### src/rtl/divide_controller.sv
// Goldschmidt divide sequencer: steers k/N/D selects of the two-stage
// multiply datapath and forwards each product slice as the next operand.
module divide_controller #(
  parameter int WIDTH     = 16,
  parameter int ITERS     = 3,
  parameter int SLICE_LSB = 15
) (
  input  logic               clk,
  input  logic               reset,
  input  logic               start,
  input  logic [WIDTH-1:0]   n_in,
  input  logic [WIDTH-1:0]   d_in,
  input  logic [WIDTH-1:0]   ia_in,
  output logic               busy,
  output logic               done,
  output logic               div_zero,
  output logic [WIDTH-1:0]   quotient,
  output logic               kSelect,
  output logic               ndSelect,
  output logic [WIDTH-1:0]   N,
  output logic [WIDTH-1:0]   D,
  output logic [WIDTH-1:0]   IA,
  input  logic [2*WIDTH-1:0] result
);

  localparam int IW = (ITERS < 4) ? 2 : $clog2(ITERS);

  typedef enum logic [2:0] {
    IDLE,
    S_D,
    S_N,
    DRAIN,
    FINISH,
    DONE
  } state_t;

  state_t           state;
  logic [IW-1:0]    it;
  logic [WIDTH-1:0] n_reg;
  logic [WIDTH-1:0] d_reg;
  logic [WIDTH-1:0] ia_reg;
  logic [WIDTH-1:0] fb;

  assign fb = result[SLICE_LSB +: WIDTH];

  // Operands are forwarded straight from the product register so the
  // product landing this cycle feeds the very next issue slot.
  always_comb begin
    N  = '0;
    D  = '0;
    IA = '0;
    if (state == S_D) begin
      IA = ia_reg;
      D  = (it == '0) ? d_reg : fb;
    end
    if (state == S_N) begin
      N = (it == '0) ? n_reg : fb;
    end
  end

  always_ff @(posedge clk) begin
    if (reset) begin
      state    <= IDLE;
      it       <= '0;
      busy     <= 1'b0;
      done     <= 1'b0;
      div_zero <= 1'b0;
      quotient <= '0;
      kSelect  <= 1'b0;
      ndSelect <= 1'b0;
      n_reg    <= '0;
      d_reg    <= '0;
      ia_reg   <= '0;
    end else begin
      unique case (state)
        IDLE: begin
          done <= 1'b0;
          if (start && d_in != '0) begin
            n_reg    <= n_in;
            d_reg    <= d_in;
            ia_reg   <= ia_in;
            it       <= '0;
            busy     <= 1'b1;
            kSelect  <= 1'b0;
            ndSelect <= 1'b0;
            state    <= S_D;
          end else if (start) begin
            busy     <= 1'b1;
            done     <= 1'b1;
            quotient <= '1;
            div_zero <= 1'b1;
            state    <= DONE;
          end
        end
        S_D: begin
          ndSelect <= 1'b1;
          state    <= S_N;
        end
        S_N: begin
          if (it == IW'(ITERS - 1)) begin
            state <= DRAIN;
          end else begin
            it       <= it + 1'b1;
            kSelect  <= 1'b1;
            ndSelect <= 1'b0;
            state    <= S_D;
          end
        end
        DRAIN: begin
          state <= FINISH;
        end
        FINISH: begin
          quotient <= fb;
          div_zero <= 1'b0;
          done     <= 1'b1;
          kSelect  <= 1'b0;
          ndSelect <= 1'b0;
          state    <= DONE;
        end
        DONE: begin
          done  <= 1'b0;
          busy  <= 1'b0;
          state <= IDLE;
        end
        default: begin
          state <= IDLE;
        end
      endcase
    end
  end

endmodule

### config.mk
export PLATFORM = sky130hd
export DESIGN_NAME = divide_controller
export DESIGN_NICKNAME = d
export VERILOG_FILES = /design/src/rtl/divide_controller.sv
export SDC_FILE = /design/constraint.sdc
export NUM_CORES = 1
export LEC_CHECK = 0
export CORE_UTILIZATION = 46
export DETAILED_ROUTE_END_ITERATION = 10
export GPL_TIMING_DRIVEN = 1
export HOLD_SLACK_MARGIN = 0.03
export PLACE_DENSITY = 0.85
export SLEW_MARGIN = 10
export SYNTH_ARGS = -nofsm -noshare
export SYNTH_HDL_FRONTEND = slang
export SYNTH_SLANG_ARGS = --single-unit
### constraint.sdc
create_clock -name clk -period 4.3 [get_ports clk]
set_input_delay 0.43 -clock clk [delete_from_list [all_inputs] [get_ports clk]]
set_output_delay 0.43 -clock clk [all_outputs]
set_load 0.005 [all_outputs]
==> results by group, run 1 <==
Outcome
  – Result of the run: complete, no violations

Power and ir drop
  – Comb power frac: 0.161
  – Leakage dissipation: 0.00190 uW
  – Peak supply drop: 0.201 mV
  – Total power: 1660 uW
  – Seq pwr share: 0.453
  – Int Power: 1250 uW
  – Pwr dens: 318 mW/mm^2
  – Switching Share: 0.244
  – P_sw: 404 uW
  – Clock group share of total power: 0.385

CTS
  – Clk buf depth: 2
  – CTS Hold Buffers Added: 0
  – CTS Buf Count: 9
  – Clk pin slew, worst setup/hold paths: 0.07 ns
  – Worst-Skew Late Latency: 0.35 ns
  – CTS tree: done
  – Htree depth: 3
  – Clock root cell: clkbuf_8
  – Setup bufs post-CTS: 0
  – Clock sinks: 74
  – Post-CTS sizing: 0

Route
  – Total Wirelength: 10500 microns
  – DR vias: 3604
  – Drt initial violations: 189
  – DR DRC count: 0
  – Post-route ant nets: 0
  – Vias per inst: 5.32
  – Routed len/inst: 15.4 microns
  – First-pass DRT Iterations: 6

Layout
  – Layout area overhead: 42.9%
  – Share of cells above drive strength 1: 0.0417
  – Fillers: 643
  – Most frequent cells in the layout: nand2_1, clkdlybuf4s50_1, dfxtp_1, mux2i_1, a21oi_1
  – Final Net Count: 655
  – N_diodes: 0
  – Most common cell after layout, fill and taps aside: nand2_1

STA
  – Worst clock skew: 0.0110 ns
  – Hold Vio Cnt, Final: 0
  – Final period util: 0.719
  – Slew margin rel.: 0.274
  – Worst Max-Slew Pin Slew: 1.09 ns
  – Pins Over Slew Limit: 0
  – Post-route setup TNS: 0 ns
  – Final setup viols: 0
  – Worst hold slack: 0.458 ns
  – Tmin final: 3.09 ns
  – Achievable Freq: 324 MHz
  – RSZ-0062 raised after global routing: no

Floorplanning
  – Horiz. Die Dim: 91.1 microns
  – Cell Rows: 32
  – Die extent in y: 91.1 microns
  – Initial Util: 0.475
  – Area of the die: 0.00830 sq mm
  – Total core area: 0.00769 sq mm
  – Io pins: 152

Logic synthesis
  – Library cells used by synthesis: 36
  – #FFs+latches synth: 74
  – Post-synth top flop: dfxtp_1
  – Xor/xnor cell area share of the yosys netlist: 0
  – Mux share of post-synthesis cell area: 0.132
  – Sequential fraction of the synthesis area: 0.405
  – Syn_area_per_cell: 7.96 sq um
  – Share of synthesized flip-flops with an asynchronous set or reset: 0
  – Adder-cell share of the synthesized area: 0.00685
  – Syn nets: 544
  – Yosys warnings: 0
  – Complex-gate fraction of the synthesized area: 0.136
  – Post-synthesis simple-gate area fraction: 0.267
  – Largest family of logic cells by synthesized area: simple AND/OR/NAND/NOR gates
  – Post-synthesis cell area: 0.00365 sq mm
  – Post-synth EDFFs: 0
  – Syn Inst Count: 459

GRT
  – Vias in the first global route: 3415
  – Largest net degree at the start of global routing: 51
  – Initial antenna violation count: 0
  – Gr usage total: 0.248
  – GRT overflow: 0
  – First-pass GRT wire length: 16500 microns

Flow run
  – Max cap viols: 0

Critical path
  – CP Class: register to output pin
  – Req. time, crit path: 3.87 ns
  – Crit Path Max Fanout: 16
  – Crit start category: register
  – Data arrival time of the worst path: 2.66 ns
  – Worst Setup End Kind: output pin

Placed design
  – Placed wire-length estimate: 7230 microns
  – Port bufs: 135
  – GPL Wtd Cong: 0.839

Worst hold path
  – Hold Path Class: register to register
[power groups by stage]
| stage | clock network (uW) | logic (uW) | registers, uW |
|---|---|---|---|
| floorplan | 0 | 152 | 757 |
| global placement | 0 | 261 | 763 |
| detailed placement | 0 | 266 | 766 |
| CTS | 644 | 268 | 751 |
| global route | 676 | 291 | 756 |
| finish | 639 | 268 | 751 |
[path summary, 6_finish.rpt]
check	start	depth (start not counted)	to	slack (ns)
worst min-delay path	ia_reg[8]	2	ia_reg[8]	0.46
worst max-delay path	state[0]	4	IA[2]	1.21
worst min register to register	ia_reg[8]	2	ia_reg[8]	0.46
worst max register to register	state[2]	4	it[1]	1.99
[kinds of logic after synthesis]
family / count (synthesis)
AO/OA/AOI/OAI: 80
adder cells (fa/ha/maj): 2
buffers and inverters: 43
flip-flops: 74
multiplexers: 48
AND/OR/NAND/NOR: 212
[final cells by class]
class	count	area, sq um	share of cell area
repair buffers	140	1390	0.266
multi-input cells	342	1980	0.379
clock inverters	5	103	0.0197
flip-flops and latches	74	1480	0.284
clock buffers	11	131	0.0252
inverters	3	11.3	0.00216
well taps	102	128	0.0244
[critical path: stages (launching register included)]
cell and delay, ns:
dfxtp_1 0.57, or2b_1 0.33, nor2_1 0.66, and2_1 0.23, clkdlybuf4s50_1 0.52
[metal layers]
layer	GRT usage	routed length (microns)	up-vias
met5	0	0	-
met3	0.0653	804	12
li1	-	-	1792
met2	0.429	5140	128
met1	0.301	4380	1672
met4	0.0767	125	0
[per-stage QoR]
stage | utilization | std cells | setup WS, ns | cell area, sq um
3_3_place_gp | 0.649 | 661 | 1.38 | 4990
6_report | 0.679 | 677 | 1.21 | 5220
3_5_place_dp | 0.649 | 661 | 1.35 | 4990
4_1_cts | 0.679 | 677 | 1.16 | 5220
5_1_grt | 0.679 | 677 | 1.01 | 5220
2_1_floorplan | - | 459 | 2.54 | 3650
[Yosys cell counts (2+ instances only)]
| cell type | number | area (sq um) |
|---|---|---|
| a211oi_1 | 18 | 135 |
| a31oi_1 | 2 | 12.5 |
| o22ai_1 | 18 | 113 |
| nand2b_1 | 18 | 113 |
| buf_4 | 5 | 37.5 |
| nand3_1 | 5 | 25.0 |
| and2_1 | 17 | 106 |
| inv_1 | 3 | 11.3 |
| mux2i_1 | 48 | 480 |
| ha_1 | 2 | 25.0 |
| o21ai_0 | 4 | 20.0 |
| dfxtp_1 | 74 | 1480 |
| nor2_1 | 4 | 15.0 |
| nor4_1 | 4 | 25.0 |
| clkbuf_1 | 28 | 105 |
| a21oi_1 | 33 | 165 |
| nand2_1 | 136 | 510 |
| buf_2 | 5 | 25.0 |
| nor3_1 | 18 | 90.1 |
No activity file was read; power rests on OpenSTA's default activity.
==> run 2, diff against run 1 <==
Settings changed: CORE_UTILIZATION 46 to 43, PLACE_DENSITY 0.85 to 0.8.
Clock period 4.3 ns to 3 ns, I/O delays scaled along.
==> run 2 against run 1 <==
Power up 45%. Core utilization down 3.5 points. Critical path type unchanged. Global-route usage down 1.1 points. Flip-flop and latch count unchanged. Clock power up 47%. Combinational power up 47%. Highest routed layer unchanged. Setup slack worse by 1.0 ns.
==> results by group, run 2 (same netlist as run 1, synthesis figures left out) <==
STA
  – Achievable Freq: 355 MHz
  – Hold Vio Cnt, Final: 0 (unchanged)
  – Worst clock skew: 0.0129 ns (was 0.0110 ns)
  – RSZ-0062 raised after global routing: no (unchanged)
  – Pins Over Slew Limit: 0 (unchanged)
  – Fin worst setup slack: 0.183 ns (was 1.21 ns)
  – Final setup viols: 0 (unchanged)
  – Worst Max-Slew Pin Slew: 0.665 ns (was 1.09 ns)
  – Worst hold slack: 0.453 ns (was 0.458 ns)
  – Post-route setup TNS: 0 ns (unchanged)
  – Tmin final: 2.82 ns
  – Final period util: 0.939
  – Slew margin rel.: 0.557 (was 0.274)

Critical path
  – Crit start category: register (unchanged)
  – Reg2Reg Depth: 3 (was 4)
  – Req. time, crit path: 2.70 ns (was 3.87 ns)
  – R2r setup slk: 0.99 ns (was 1.99 ns)
  – Data arrival time of the worst path: 2.52 ns (was 2.66 ns)
  – CP Class: register to output pin (unchanged)
  – R2R Path Start: state[1] (was state[2])
  – Crit Path Max Fanout: 16 (unchanged)
  – Worst Setup End Kind: output pin (unchanged)
  – R2r endpoint: it[1] (unchanged)

Worst hold path
  – Hold path cells: 2 (unchanged)
  – Hold Path Sink: ia_reg[1] (was ia_reg[8])
  – Hold Path Class: register to register (unchanged)
  – Hold_sp: ia_reg[1] (was ia_reg[8])

Placed design
  – Worst slack, placed: 0.582 ns (was 1.35 ns)
  – GPL Wtd Cong: 0.796 (was 0.839)
  – Port bufs: 135 (unchanged)
  – Placed wire-length estimate: 7390 microns (was 7230 microns)
  – Placement Cell Area: 0.00505 sq mm (was 0.00499 sq mm)

Flow run
  – Max cap viols: 0 (unchanged)

Floorplanning
  – Area of the die: 0.00887 sq mm (was 0.00830 sq mm)
  – Horiz. Die Dim: 94.2 microns (was 91.1 microns)
  – Total core area: 0.00822 sq mm (was 0.00769 sq mm)
  – Die extent in y: 94.2 microns (was 91.1 microns)
  – Cell Rows: 33 (was 32)
  – Io pins: 152 (unchanged)
  – Initial Util: 0.445 (was 0.475)

Route
  – Post-route ant nets: 0 (unchanged)
  – Total Wirelength: 10500 microns (about the same)
  – DR DRC count: 0 (unchanged)
  – First-pass DRT Iterations: 5 (was 6)
  – Vias per inst: 5.27 (was 5.32)
  – Routed len/inst: 15.3 microns (was 15.4 microns)
  – DR vias: 3618 (was 3604)
  – Drt initial violations: 178 (was 189)

CTS
  – Clock sinks: 74 (unchanged)
  – Post-CTS sizing: 0 (unchanged)
  – Worst-Skew Late Latency: 0.34 ns (was 0.35 ns)
  – CTS Hold Buffers Added: 0 (unchanged)
  – Clock root cell: clkbuf_8 (unchanged)
  – CTS tree: done (unchanged)
  – Setup bufs post-CTS: 0 (unchanged)
  – Clk pin slew, worst setup/hold paths: 0.08 ns (was 0.07 ns)
  – Htree depth: 3 (unchanged)
  – Clk buf depth: 2 (unchanged)
  – CTS Buf Count: 9 (unchanged)

GRT
  – Gr usage total: 0.237 (was 0.248)
  – Vias in the first global route: 3431 (was 3415)
  – Initial antenna violation count: 0 (unchanged)
  – First-pass GRT wire length: 16500 microns (about the same)
  – Largest net degree at the start of global routing: 62 (was 51)
  – GRT overflow: 0 (unchanged)

Power and ir drop
  – Pwr dens: 455 mW/mm^2 (was 318 mW/mm^2)
  – Leakage dissipation: 0.00194 uW (was 0.00190 uW)
  – Peak supply drop: 0.278 mV (was 0.201 mV)

Layout
  – Post-route cell area: 0.00529 sq mm (was 0.00522 sq mm)
  – Final Net Count: 661 (was 655)
  – Most common cell after layout, fill and taps aside: nand2_1 (unchanged)
  – Layout area overhead: 44.9% (was 42.9%)
  – Most frequent cells in the layout: nand2_1, clkdlybuf4s50_1, dfxtp_1, mux2i_1, a21oi_1 (unchanged)
  – Share of cells above drive strength 1: 0.0516 (was 0.0417)
  – Core Util, Final: 0.644 (was 0.679)
  – N_diodes: 0 (unchanged)

Outcome
  – Result of the run: complete, no violations (unchanged)
run 2: changes by cell type in the layout (fill, tap and decap cells not counted), sizes merged:
cell      before  now
buf            5   11
clkbuf        11   12
clkinvlp       1    0
run 2: worst max-delay path by stage:
stage | start | endpoint | slack, ns | depth (start not counted)
after CTS | state[0] | D[6] | 0.17 | 4
after global placement | state[0] | D[6] | 0.64 | 4
after detailed placement | state[0] | D[6] | 0.58 | 4
after global routing | state[0] | D[6] | 0.08 | 4
after floorplan | state[1] | D[10] | 1.37 | 5
final | state[0] | D[6] | 0.18 | 4
run 2: cell type report:
class	count	area [sq um]
Fill cell	717	2920
Multi-Input combinational cell	342	1980
Sequential cell	74	1480
Timing Repair Buffer	146	1450
Clock buffer	12	145
Tap cell	105	131
Clock inverter	4	98.8
Inverter	3	11.3
run 2: routing by layer:
layer | up-vias | wire length [microns] | global-route usage
li1 | 1804 | - | -
met1 | 1663 | 4450 | 0.293
met2 | 134 | 5060 | 0.394
met3 | 17 | 754 | 0.0566
met4 | 0 | 215 | 0.0949
met5 | - | 0 | 0
run 2: where the power goes:
group	leakage, uW	total, uW	internal, uW	switching, uW
clock network	0.000121	940	578	362
registers	0.000605	1070	1040	33.7
logic	0.00121	393	210	183
run 2: worst max-delay path, cell delays in order, from the launching register on:
cell and delay (ns):
dfxtp_1 0.55, or2b_1 0.34, or2_2 0.46, a21oi_1 0.27, clkdlybuf4s50_1 0.56
run 2: metrics by stage:
stage / power, uW / std cells
after floorplan: 1300 / 459
after detailed placement: 1490 / 670
after CTS: 2430 / 686
after global placement: 1470 / 670
final: 2410 / 686
after global routing: 2510 / 686
